$ cat config.mk
export PLATFORM = sky130hd
export DESIGN_NAME = doce_rx_frame_filter
export DESIGN_NICKNAME = d
export VERILOG_FILES = /design/src/rtl/doce_rx_frame_filter.sv
export SDC_FILE = /design/constraint.sdc
export NUM_CORES = 1
export LEC_CHECK = 0
export BUFFER_PORTS_ARGS = -buffer_cell sky130_fd_sc_hd__clkbuf_2
export CORE_MARGIN = 2
export CORE_UTILIZATION = 47
export CTS_CLUSTER_DIAMETER = 30
export CTS_CLUSTER_SIZE = 8
export DETAILED_ROUTE_END_ITERATION = 12
export PLACE_DENSITY_LB_ADDON = 0.05
export SYNTH_ARGS = -nofsm -noshare
export SYNTH_HDL_FRONTEND = slang
export SYNTH_SLANG_ARGS = --single-unit
$ cat constraint.sdc
create_clock -name clk -period 1.5 [get_ports clk]
set_clock_uncertainty 0.05 [all_clocks]
set_input_delay 0.225 -clock clk [delete_from_list [all_inputs] [get_ports clk]]
set_output_delay 0.225 -clock clk [all_outputs]
set_load 0.01 [all_outputs]
$ cat src/rtl/doce_rx_frame_filter.sv
// doce_rx_frame_filter: ingress filter between the MAC RX stream and the DoCE transport.
// Buffers the first two beats of each frame, checks destination MAC and EtherType, then
// forwards the whole frame unchanged or silently consumes it.
// Optional macro DOCE_RX_FILTER_STATS_EN enables the saturating pass/drop counters;
// without it both statistics outputs are tied to zero.
module doce_rx_frame_filter #(
  parameter logic [15:0] DOCE_ETHERTYPE = 16'h88B5
) (
  input  logic        clk,
  input  logic        reset,
  input  logic [47:0] doce_mac_addr,
  input  logic [63:0] mac_axis_rxd_tdata,
  input  logic [7:0]  mac_axis_rxd_tkeep,
  input  logic        mac_axis_rxd_tlast,
  input  logic        mac_axis_rxd_tvalid,
  output logic        mac_axis_rxd_tready,
  output logic [63:0] doce_axis_rxd_tdata,
  output logic [7:0]  doce_axis_rxd_tkeep,
  output logic        doce_axis_rxd_tlast,
  output logic        doce_axis_rxd_tvalid,
  input  logic        doce_axis_rxd_tready,
  output logic [31:0] stat_pass_cnt,
  output logic [31:0] stat_drop_cnt
);

  typedef enum logic [2:0] {StHdr0, StHdr1, StFwd0, StFwd1, StPass, StDrop} state_e;

  state_e      state_q, state_d;
  logic [63:0] hold0_data_q, hold1_data_q;
  logic [7:0]  hold0_keep_q, hold1_keep_q;
  logic        in_hs;
  logic [47:0] dst_mac;
  logic [15:0] ether_type;
  logic        hdr_match;

  assign in_hs = mac_axis_rxd_tvalid && mac_axis_rxd_tready;

  // Byte 0 on the wire is the most significant MAC byte.
  assign dst_mac = {hold0_data_q[7:0],   hold0_data_q[15:8],  hold0_data_q[23:16],
                    hold0_data_q[31:24], hold0_data_q[39:32], hold0_data_q[47:40]};
  assign ether_type = {mac_axis_rxd_tdata[39:32], mac_axis_rxd_tdata[47:40]};
  assign hdr_match  = ((dst_mac == doce_mac_addr) || (dst_mac == 48'hFFFF_FFFF_FFFF)) &&
                      (ether_type == DOCE_ETHERTYPE);

  // State register.
  always_ff @(posedge clk) begin
    if (reset) state_q <= StHdr0;
    else       state_q <= state_d;
  end

  // Next-state logic; a tlast on either header beat is a runt and always dropped.
  always_comb begin
    state_d = state_q;
    unique case (state_q)
      StHdr0: if (in_hs && !mac_axis_rxd_tlast) state_d = StHdr1;
      StHdr1: begin
        if (in_hs) begin
          if (mac_axis_rxd_tlast) state_d = StHdr0;
          else if (hdr_match)     state_d = StFwd0;
          else                    state_d = StDrop;
        end
      end
      StFwd0: if (doce_axis_rxd_tready) state_d = StFwd1;
      StFwd1: if (doce_axis_rxd_tready) state_d = StPass;
      StPass: if (in_hs && mac_axis_rxd_tlast) state_d = StHdr0;
      StDrop: if (in_hs && mac_axis_rxd_tlast) state_d = StHdr0;
      default: state_d = StHdr0;
    endcase
  end

  // Outputs: replay the held header beats, then pass the stream straight through.
  always_comb begin
    mac_axis_rxd_tready  = 1'b0;
    doce_axis_rxd_tvalid = 1'b0;
    doce_axis_rxd_tdata  = 64'd0;
    doce_axis_rxd_tkeep  = 8'd0;
    doce_axis_rxd_tlast  = 1'b0;
    if (!reset) begin
      unique case (state_q)
        StHdr0, StHdr1, StDrop: mac_axis_rxd_tready = 1'b1;
        StFwd0: begin
          doce_axis_rxd_tvalid = 1'b1;
          doce_axis_rxd_tdata  = hold0_data_q;
          doce_axis_rxd_tkeep  = hold0_keep_q;
        end
        StFwd1: begin
          doce_axis_rxd_tvalid = 1'b1;
          doce_axis_rxd_tdata  = hold1_data_q;
          doce_axis_rxd_tkeep  = hold1_keep_q;
        end
        StPass: begin
          mac_axis_rxd_tready  = doce_axis_rxd_tready;
          doce_axis_rxd_tvalid = mac_axis_rxd_tvalid;
          doce_axis_rxd_tdata  = mac_axis_rxd_tdata;
          doce_axis_rxd_tkeep  = mac_axis_rxd_tkeep;
          doce_axis_rxd_tlast  = mac_axis_rxd_tlast;
        end
        default: ;
      endcase
    end
  end

  // Header holding registers, loaded only while the matching header beat is accepted.
  always_ff @(posedge clk) begin
    if (reset) begin
      hold0_data_q <= 64'd0;
      hold0_keep_q <= 8'd0;
      hold1_data_q <= 64'd0;
      hold1_keep_q <= 8'd0;
    end else if (in_hs) begin
      if (state_q == StHdr0) begin
        hold0_data_q <= mac_axis_rxd_tdata;
        hold0_keep_q <= mac_axis_rxd_tkeep;
      end
      if (state_q == StHdr1) begin
        hold1_data_q <= mac_axis_rxd_tdata;
        hold1_keep_q <= mac_axis_rxd_tkeep;
      end
    end
  end

`ifdef DOCE_RX_FILTER_STATS_EN
  logic        pass_evt, drop_evt;
  logic [31:0] pass_cnt_q, drop_cnt_q;

  // Pass counts on frame completion; drop counts on the consuming tlast.
  assign pass_evt = in_hs && mac_axis_rxd_tlast && (state_q == StPass);
  assign drop_evt = in_hs && mac_axis_rxd_tlast &&
                    ((state_q == StHdr0) || (state_q == StHdr1) || (state_q == StDrop));

  // Saturating statistics counters.
  always_ff @(posedge clk) begin
    if (reset) begin
      pass_cnt_q <= 32'd0;
      drop_cnt_q <= 32'd0;
    end else begin
      if (pass_evt && (pass_cnt_q != 32'hFFFF_FFFF)) pass_cnt_q <= pass_cnt_q + 32'd1;
      if (drop_evt && (drop_cnt_q != 32'hFFFF_FFFF)) drop_cnt_q <= drop_cnt_q + 32'd1;
    end
  end

  assign stat_pass_cnt = pass_cnt_q;
  assign stat_drop_cnt = drop_cnt_q;
`else
  assign stat_pass_cnt = 32'd0;
  assign stat_drop_cnt = 32'd0;
`endif

endmodule

Yosys cells after proc, flatten, opt, wreduce, memory -nomap -nowiden
Cells that the tools add are included.

storage, ports and cells
  output and inout port bits = 139
  bits in registers = 147
  input port bits = 125

cells by class
  reductions and logical operators = 13
  multiplexer cells = 18
  eq/ne operators = 13

operators with widths
  operator                                                                 count
  64-bit one-hot mux with 3 select lines                                   1
  64-bit 2-to-1 mux                                                        1
  48-bit == test                                                           1
  48-bit == test, second input constant                                    1
  8-bit one-hot mux with 3 select lines                                    1
  3-bit 2-to-1 mux                                                         7
  16-bit == test, second input constant                                    1
  3-bit one-hot mux with 5 select lines                                    1
  8-bit 2-to-1 mux                                                         1
  2-bit inequality test, second input constant                             4
  3-bit by 2-bit == test with 1-bit output, second input constant          2
  3-bit == test, second input constant                                     2
  5-bit AND reduction                                                      1
  1-bit logical AND                                                        4
  1-bit 2-to-1 mux                                                         4
  1-bit one-hot mux with 2 select lines                                    2
  2-bit AND reduction                                                      2
  2-bit OR reduction                                                       2
  3-bit by 1-bit == test with 1-bit output, second input constant          1
  3-bit zero test                                                          1
  3-bit OR reduction                                                       1
  2-bit by 1-bit inequality test with 1-bit output, second input constant  1
  1-bit zero test                                                          1
  1-bit logical OR                                                         1

Longest topological paths before layout
Gate-level depths: netlist of the first run.

  word-level depth = 8
  mapped depth = 8
  depth with buffers taken out = 5

Worst setup path before layout of the first run
Ideal clock, no wire load.

  path kind = reg-to-output
  start = reg state_q[2]
  end = out doce_axis_rxd_tdata[0]
  data arrival time = 1523 ps
  setup slack = -298 ps
  stages on the path, launching flop included = 6
  required time = 1225 ps
  cell sequence = dfxtp_1 -> inv_1 -> nor3_2 -> clkbuf_1 -> a21oi_1 -> nor2_1

on the way
  cells in the longest elaborated chain, start to end = 3
  elaborated cells on any way between the ends = 5
  those cells by class = eq/ne (3); mux (2)

ends and longest elaborated chain
  item                                                                       line  source
  from (decl)                                                                28    state_e state_q, state_d;
  from (signal assigned)                                                     47    if (reset) state_q <= StHdr0;
  from (signal assigned)                                                     48    else state_q <= state_d;
  3-bit == test or 3-bit by 2-bit == test with 1-bit output (tied branches)  79    unique case (state_q)
  64-bit one-hot mux with 3 select lines *                                   79
  64-bit 2-to-1 mux *                                                        78    if (!reset) begin
  to (decl)                                                                  17    output logic [63:0] doce_axis_rxd_tdata,

Every way passes the cells marked *; elsewhere a longest branch is shown, timed or not.

Worst setup path after layout of the first run
  start = reg state_q[0]
  end = out doce_axis_rxd_tkeep[1]

on the way
  cells in the longest elaborated chain, start to end = 3
  elaborated cells on any way between the ends = 5
  those cells by class = eq/ne (3); mux (2)

ends and longest elaborated chain
  item                                                                       line  source
  3-bit == test or 3-bit by 2-bit == test with 1-bit output (tied branches)  79
  8-bit one-hot mux with 3 select lines *                                    79
  8-bit 2-to-1 mux *                                                         78
  to (decl)                                                                  18    output logic [7:0] doce_axis_rxd_tkeep,

Marked as above.

==> impl_metrics.yaml, run 1 <==
critical_path:
  arrival_ps: 1840
  reg2reg_from: "state_q[0]$_SDFFE_PP0P_"
  rr_endpoint: "hold0_data_q[7]$_SDFFE_PP0P_"
  crit_buf_inv: 4
  cp_slowest_stage_delay_ps: 380
  crit_chain: "nor3_4 > buf_6 > buf_12 > buf_12 > a21oi_2 > nor2_1 > buf_2"
  critical_path.most_common_cell: "buf_12"
  critical_path_required_ps: 1220
  worstSetupEndpointType: "primary output"
  crit_fanout: 7
  startpoint: "state_q[0]$_SDFFE_PP0P_"
  ff2ff_path_depth: 8
  critPathSlowestCell: "dfxtp_4"
  worstSetupEndpoint: "doce_axis_rxd_tkeep[1]"
  r2r_slack_ps: -580
  path_class: "flop to primary output"
  cp_top_family: "buffers and inverters"
  cp.depth: 7
  worstSetupStartpointType: "flop"
synthesis:
  syn_area_per_cell_sq_um: 7.18
  synth-edff-count: 0
  synth_top_family_by_area: "simple AND/OR/NAND/NOR gates"
  ys_ff_latch: 147
  yosys.area_share.adder_pct: 0
  synth_compound_area_share_pct: 14.5
  yosysSeqAreaShare_pct: 36.0
  muxShareOfSynthArea_pct: 8.80
  synth_xor_area_share_pct: 5.24
  synthesis.instances: 1140
  netlist_area_sq_um: 8190
  synth-async-reset-ratio_pct: 0
  netlist-cell-type-count: 35
  yosys.area_share.simple_pct: 24.9
  yosys_warnings: 0
  synth_ff_type: "dfxtp_1"
flow_run:
  drv_cap: 0
die:
  rows: 48
  start_util_pct: 47.7
  core-area_sq_um: 17200
  pin_count: 264
  die_y_um: 136
  fp.dieArea_sq_um: 18500
  die_w_um: 136
cts:
  cts.sinks: 147
  clk_latency_ps: 430
  path_clk_slew_ps: 60
  cts_max_level: 4
  numCtsBuffers: 17
  cts_tree: "yes"
  clockBufferDepth: 2
  cts_root_buffer: "clkbuf_16"
routing:
  drc_errors: 0
  vias: 9352
  vias_per_cell: 5.47
  ant_nets: 0
  drt_iter0_markers: 789
  dr.pass1.iters: 5
  wirelength_um: 32400
  routedWlPerCell_um: 18.9
sta:
  maxSlewViolCount: 0
  worst_slack_ps: -616
  holdWs_ps: -1.24
  layout_min_cycle_time_ps: 2120
  timing_hold_violations_final: 1
  tns_ps: -108540
  fin_crit_sh_pct: 141
  rsz0062_at_grt: "true"
  setup_viol: 222
  max_freq_mhz: 473
outcome:
  status: "finished, violations left"
  violations: "hold timing, setup timing"
power_and_ir_drop:
  ir_worst_vdd_mv: 0.781
  powerDensity_nw_per_um2: 841
  power.leakage_nw: 5.30
global_routing:
  grt_pass1_wl_um: 45600
  overflow: 0
  grt_max_degree: 84
  grt_pass1_vias: 8314
  antenna_found_initial: 1
  track_usage_pct: 32.0
cells_and_area:
  area_growth_pct: 54.9
  instances_no_fill: 1711
  fillers: 1340
  layout.nets: 1598
  drive_gt1_share_pct: 35.8
worst_hold_path:
  holdPathStages: 3
  min-delay-path-class: "input port to flop"
placement:
  hpwl_um: 17600
  gp_congestion: 0.915
  placed_cells: 1584
  dpl_worst_slack_ps: -460
  port_buffers: 199
## timing repair
item                                    in CTS  in global routing
endpoints found under the setup margin     222                222
gates resized for setup                    119                161
buffers inserted                            38                 14
hold buffers                                26                  0
gates cloned                                23                  7
endpoints found under the hold margin       42                  0
pin swaps                                   40                 65
## worst register-to-register path: cells and delay by family (launching register included)
| family | cells | cell delay [ps] |
|---|---|---|
| compound gates | 2 | 600 |
| buf+inv | 3 | 450 |
| flops | 1 | 410 |
| simple gates | 3 | 490 |
## sequential cells by signal, indices dropped and copies added, names as in the netlist
| signal | flops |
|---|---|
| hold0_data_q | 64 |
| hold0_keep_q | 8 |
| hold1_data_q | 64 |
| hold1_keep_q | 8 |
| state_q | 3 |
## cells in the final DEF, fill, tap and decap left out, drive strengths merged, types with 4 or more instances in the layout
cell type / count
clkinv: 5
xor2: 49
clkbuf: 182
nor2: 148
nor4: 24
conb: 64
a21oi: 219
nand3: 4
nand4: 15
dfxtp: 147
bufinv: 5
buf: 205
dlygate4sd3: 26
nand2: 292
mux2i: 72
## metal layers
metal	wire, um	global-route usage, %	vias up
li1	-	-	4356
met1	13300	42.0	4428
met2	15200	53.1	480
met3	2600	4.88	88
met4	1280	12.6	0
met5	0	0	-
## cell usage after synthesis, drive strengths merged, types with 4 or more instances
| library cell | count | share of area [%] |
|---|---|---|
| dfxtp | 147 | 36 |
| nand4 | 15 | 1.1 |
| a21oi | 219 | 13 |
| mux2i | 72 | 8.8 |
| xor2 | 49 | 5.2 |
| nor2 | 148 | 6.8 |
| clkbuf | 60 | 2.8 |
| nand3 | 4 | 0.24 |
| nor4 | 24 | 2.0 |
| nand2 | 292 | 13 |
| buf | 84 | 7.7 |
## cells by family after synthesis
group,count (synthesis)
compound gates,228
xor+xnor,49
buf+inv,147
flops,147
mux,72
other cells,1
simple gates,496
## power by group
| part | internal [W] | switching, W | leakage (nW) | total (W) |
|---|---|---|---|---|
| combinational | 0.000796 | 0.000990 | 3.80 | 0.00179 |
| sequential | 0.00403 | 0.000106 | 1.20 | 0.00413 |
| clock | 0.00299 | 0.00176 | 0.308 | 0.00474 |
## worst min path at each step
stage / startpoint / endpoint / slack (ps)
after CTS: mac_axis_rxd_tdata[48] / hold0_data_q[48]$_SDFFE_PP0P_ / 0.4
after floorplan: mac_axis_rxd_tdata[48] / hold0_data_q[48]$_SDFFE_PP0P_ / 310
after global placement: hold1_data_q[27]$_SDFFE_PP0P_ / hold1_data_q[27]$_SDFFE_PP0P_ / 390
after global routing: mac_axis_rxd_tdata[29] / hold1_data_q[29]$_SDFFE_PP0P_ / 6
after detailed placement: hold1_data_q[19]$_SDFFE_PP0P_ / hold1_data_q[19]$_SDFFE_PP0P_ / 400
final: mac_axis_rxd_tdata[29] / hold1_data_q[29]$_SDFFE_PP0P_ / -1
## metrics by stage
stage / cell area (sq um) / total power [W] / util [%]
2_1_floorplan: 8520 / 0.00503 / -
3_3_place_gp: 9840 / 0.00553 / 57.3
3_5_place_dp: 9840 / 0.00554 / 57.3
4_1_cts: 12200 / 0.0105 / 70.9
5_1_grt: 12700 / 0.0110 / 73.8
6_report: 12700 / 0.0107 / 73.8
## layout make-up
| cell class | instances | area (sq um) | area share [%] |
|---|---|---|---|
| Clock inverter | 13 | 209 | 1.65 |
| Tap cell | 225 | 282 | 2.22 |
| Timing Repair Buffer | 395 | 3530 | 27.8 |
| Antenna cell | 1 | 2.50 | 0.0197 |
| Clock buffer | 18 | 439 | 3.46 |
| Inverter | 3 | 11.3 | 0.0888 |
| Multi-Input combinational cell | 909 | 5260 | 41.5 |
| Sequential cell | 147 | 2950 | 23.3 |
(Power assumes the default switching activity.)
==> inputs of run 2 (changes only) <==
--- a/config.mk
+++ b/config.mk
@@ -6,12 +6,15 @@
 export NUM_CORES = 1
 export LEC_CHECK = 0
 export BUFFER_PORTS_ARGS = -buffer_cell sky130_fd_sc_hd__clkbuf_2
+export CAP_MARGIN = 20
 export CORE_MARGIN = 2
-export CORE_UTILIZATION = 47
+export CORE_UTILIZATION = 48
+export CTS_BUF_LIST = sky130_fd_sc_hd__clkbuf_2 sky130_fd_sc_hd__clkbuf_4 sky130_fd_sc_hd__clkbuf_8
 export CTS_CLUSTER_DIAMETER = 30
 export CTS_CLUSTER_SIZE = 8
 export DETAILED_ROUTE_END_ITERATION = 12
 export PLACE_DENSITY_LB_ADDON = 0.05
+export SKIP_LAST_GASP = 1
 export SYNTH_ARGS = -nofsm -noshare
 export SYNTH_HDL_FRONTEND = slang
 export SYNTH_SLANG_ARGS = --single-unit
==> impl_metrics.yaml, run 2 (same netlist as run 1, synthesis figures left out) <==
sta:
  setup_viol: 222
  timing_hold_violations_final: 0
  rsz0062_at_grt: "true"
  max_freq_mhz: 457
  maxSlewViolCount: 0
  layout_min_cycle_time_ps: 2190
  worst_slack_ps: -686
  fin_crit_sh_pct: 146
  tns_ps: -111210
global_routing:
  track_usage_pct: 30.2
  grt_max_degree: 82
  grt_pass1_wl_um: 42900
  antenna_found_initial: 0
  grt_pass1_vias: 8110
  overflow: 0
cells_and_area:
  final_cell_mix: "252 x nand2_1, 158 x clkbuf_2, 145 x nor2_1"
  top_regs: "hold0_data_q (64), hold1_data_q (64)"
  drive_gt1_share_pct: 35.3
  diodes: 0
  area_growth_pct: 55.2
  layout.nets: 1632
  layout_commonest_cell: "nand2_1"
routing:
  routedWlPerCell_um: 18.1
  ant_nets: 0
  drc_errors: 0
  drt_iter0_markers: 746
  vias: 9419
  dr.pass1.iters: 8
  wirelength_um: 31500
  vias_per_cell: 5.42
die:
  fp.dieArea_sq_um: 18100
  pin_count: 264
  die_y_um: 135
  rows: 47
  core-area_sq_um: 16600
  start_util_pct: 49.2
  die_w_um: 135
cts:
  clk_latency_ps: 460
  clockBufferDepth: 2
  cts_tree: "yes"
  cts_max_level: 4
  cts_root_buffer: "clkbuf_8"
  cts.sinks: 147
  numCtsBuffers: 17
  path_clk_slew_ps: 80
outcome:
  status: "finished, violations left"
  violations: "setup timing"
power_and_ir_drop:
  powerDensity_nw_per_um2: 771
  power.leakage_nw: 5.30
  power.total_w: 0.00980
  ir_worst_vdd_mv: 0.593
placement:
  port_buffers: 199
  dpl_worst_slack_ps: -521
  gp_congestion: 0.834
  hpwl_um: 17600
critical_path:
  arrival_ps: 1910
  critical_path_required_ps: 1220
  crit_fanout: 6
  worstSetupStartpointType: "flop"
  worstSetupEndpointType: "primary output"
  path_class: "flop to primary output"
flow_run:
  drv_cap: 0
worst_hold_path:
  min-delay-path-class: "input port to flop"
[run 2: layer usage]
metal	up-vias	wire length, um	global-route usage [%]
met2	512	15100	48.9
met5	-	0	0
met1	4424	12600	39.6
li1	4406	-	-
met4	0	1070	12.2
met3	77	2810	6.16
[run 2: worst paths after layout]
check	from	end	slack, ps	depth (start not counted)
worst max register to register	state_q[0]$_SDFFE_PP0P_	hold0_data_q[49]$_SDFFE_PP0P_	-640	10
worst min register to register	hold0_data_q[55]$_SDFFE_PP0P_	hold0_data_q[55]$_SDFFE_PP0P_	400	2
worst max-delay path	state_q[0]$_SDFFE_PP0P_	doce_axis_rxd_tdata[5]	-690	7
worst min-delay path	mac_axis_rxd_tdata[30]	hold1_data_q[30]$_SDFFE_PP0P_	30	3
[run 2: timing repair]
action / 4_1_cts / 5_1_grt
hold buffers: 58 / 0
gates resized for setup: 115 / 165
hold endpoints to repair: 110 / 0
pin swaps: 55 / 48
buffers inserted: 27 / 12
cloned: 11 / 16
setup endpoints to repair: 222 / 222
[run 2: through the flow]
stage | util [%] | hold slack, ps | instances | cell area, sq um
after floorplan | - | 311 | 1203 | 8520
after global placement | 59.6 | 391 | 1593 | 9910
after detailed placement | 59.6 | 396 | 1593 | 9910
after CTS | 71.9 | 6.75 | 1718 | 12000
after global routing | 76.3 | 29.0 | 1737 | 12700
final | 76.3 | 29.6 | 1737 | 12700
[run 2: final cells by class]
cell class	count	area, sq um
well taps	220	275
clock buffers	19	262
clock inverters	10	206
flip-flops and latches	147	2950
repair buffers	429	3780
fillers	1195	3940
multi-input cells	909	5210
inverters	3	11.3
[run 2: power by group]
group | internal (W) | switching [W] | total (W)
logic | 0.000909 | 0.00101 | 0.00192
clock network | 0.00221 | 0.00154 | 0.00375
registers | 0.00402 | 0.000103 | 0.00413
[run 2: worst max-delay path: stages, from the launching register on]
cell and delay, ps:
dfxtp_4 380, buf_6 120, nor3_4 280, buf_6 200, buf_8 150, a21oi_2 60
nor2_1 110, buf_2 150
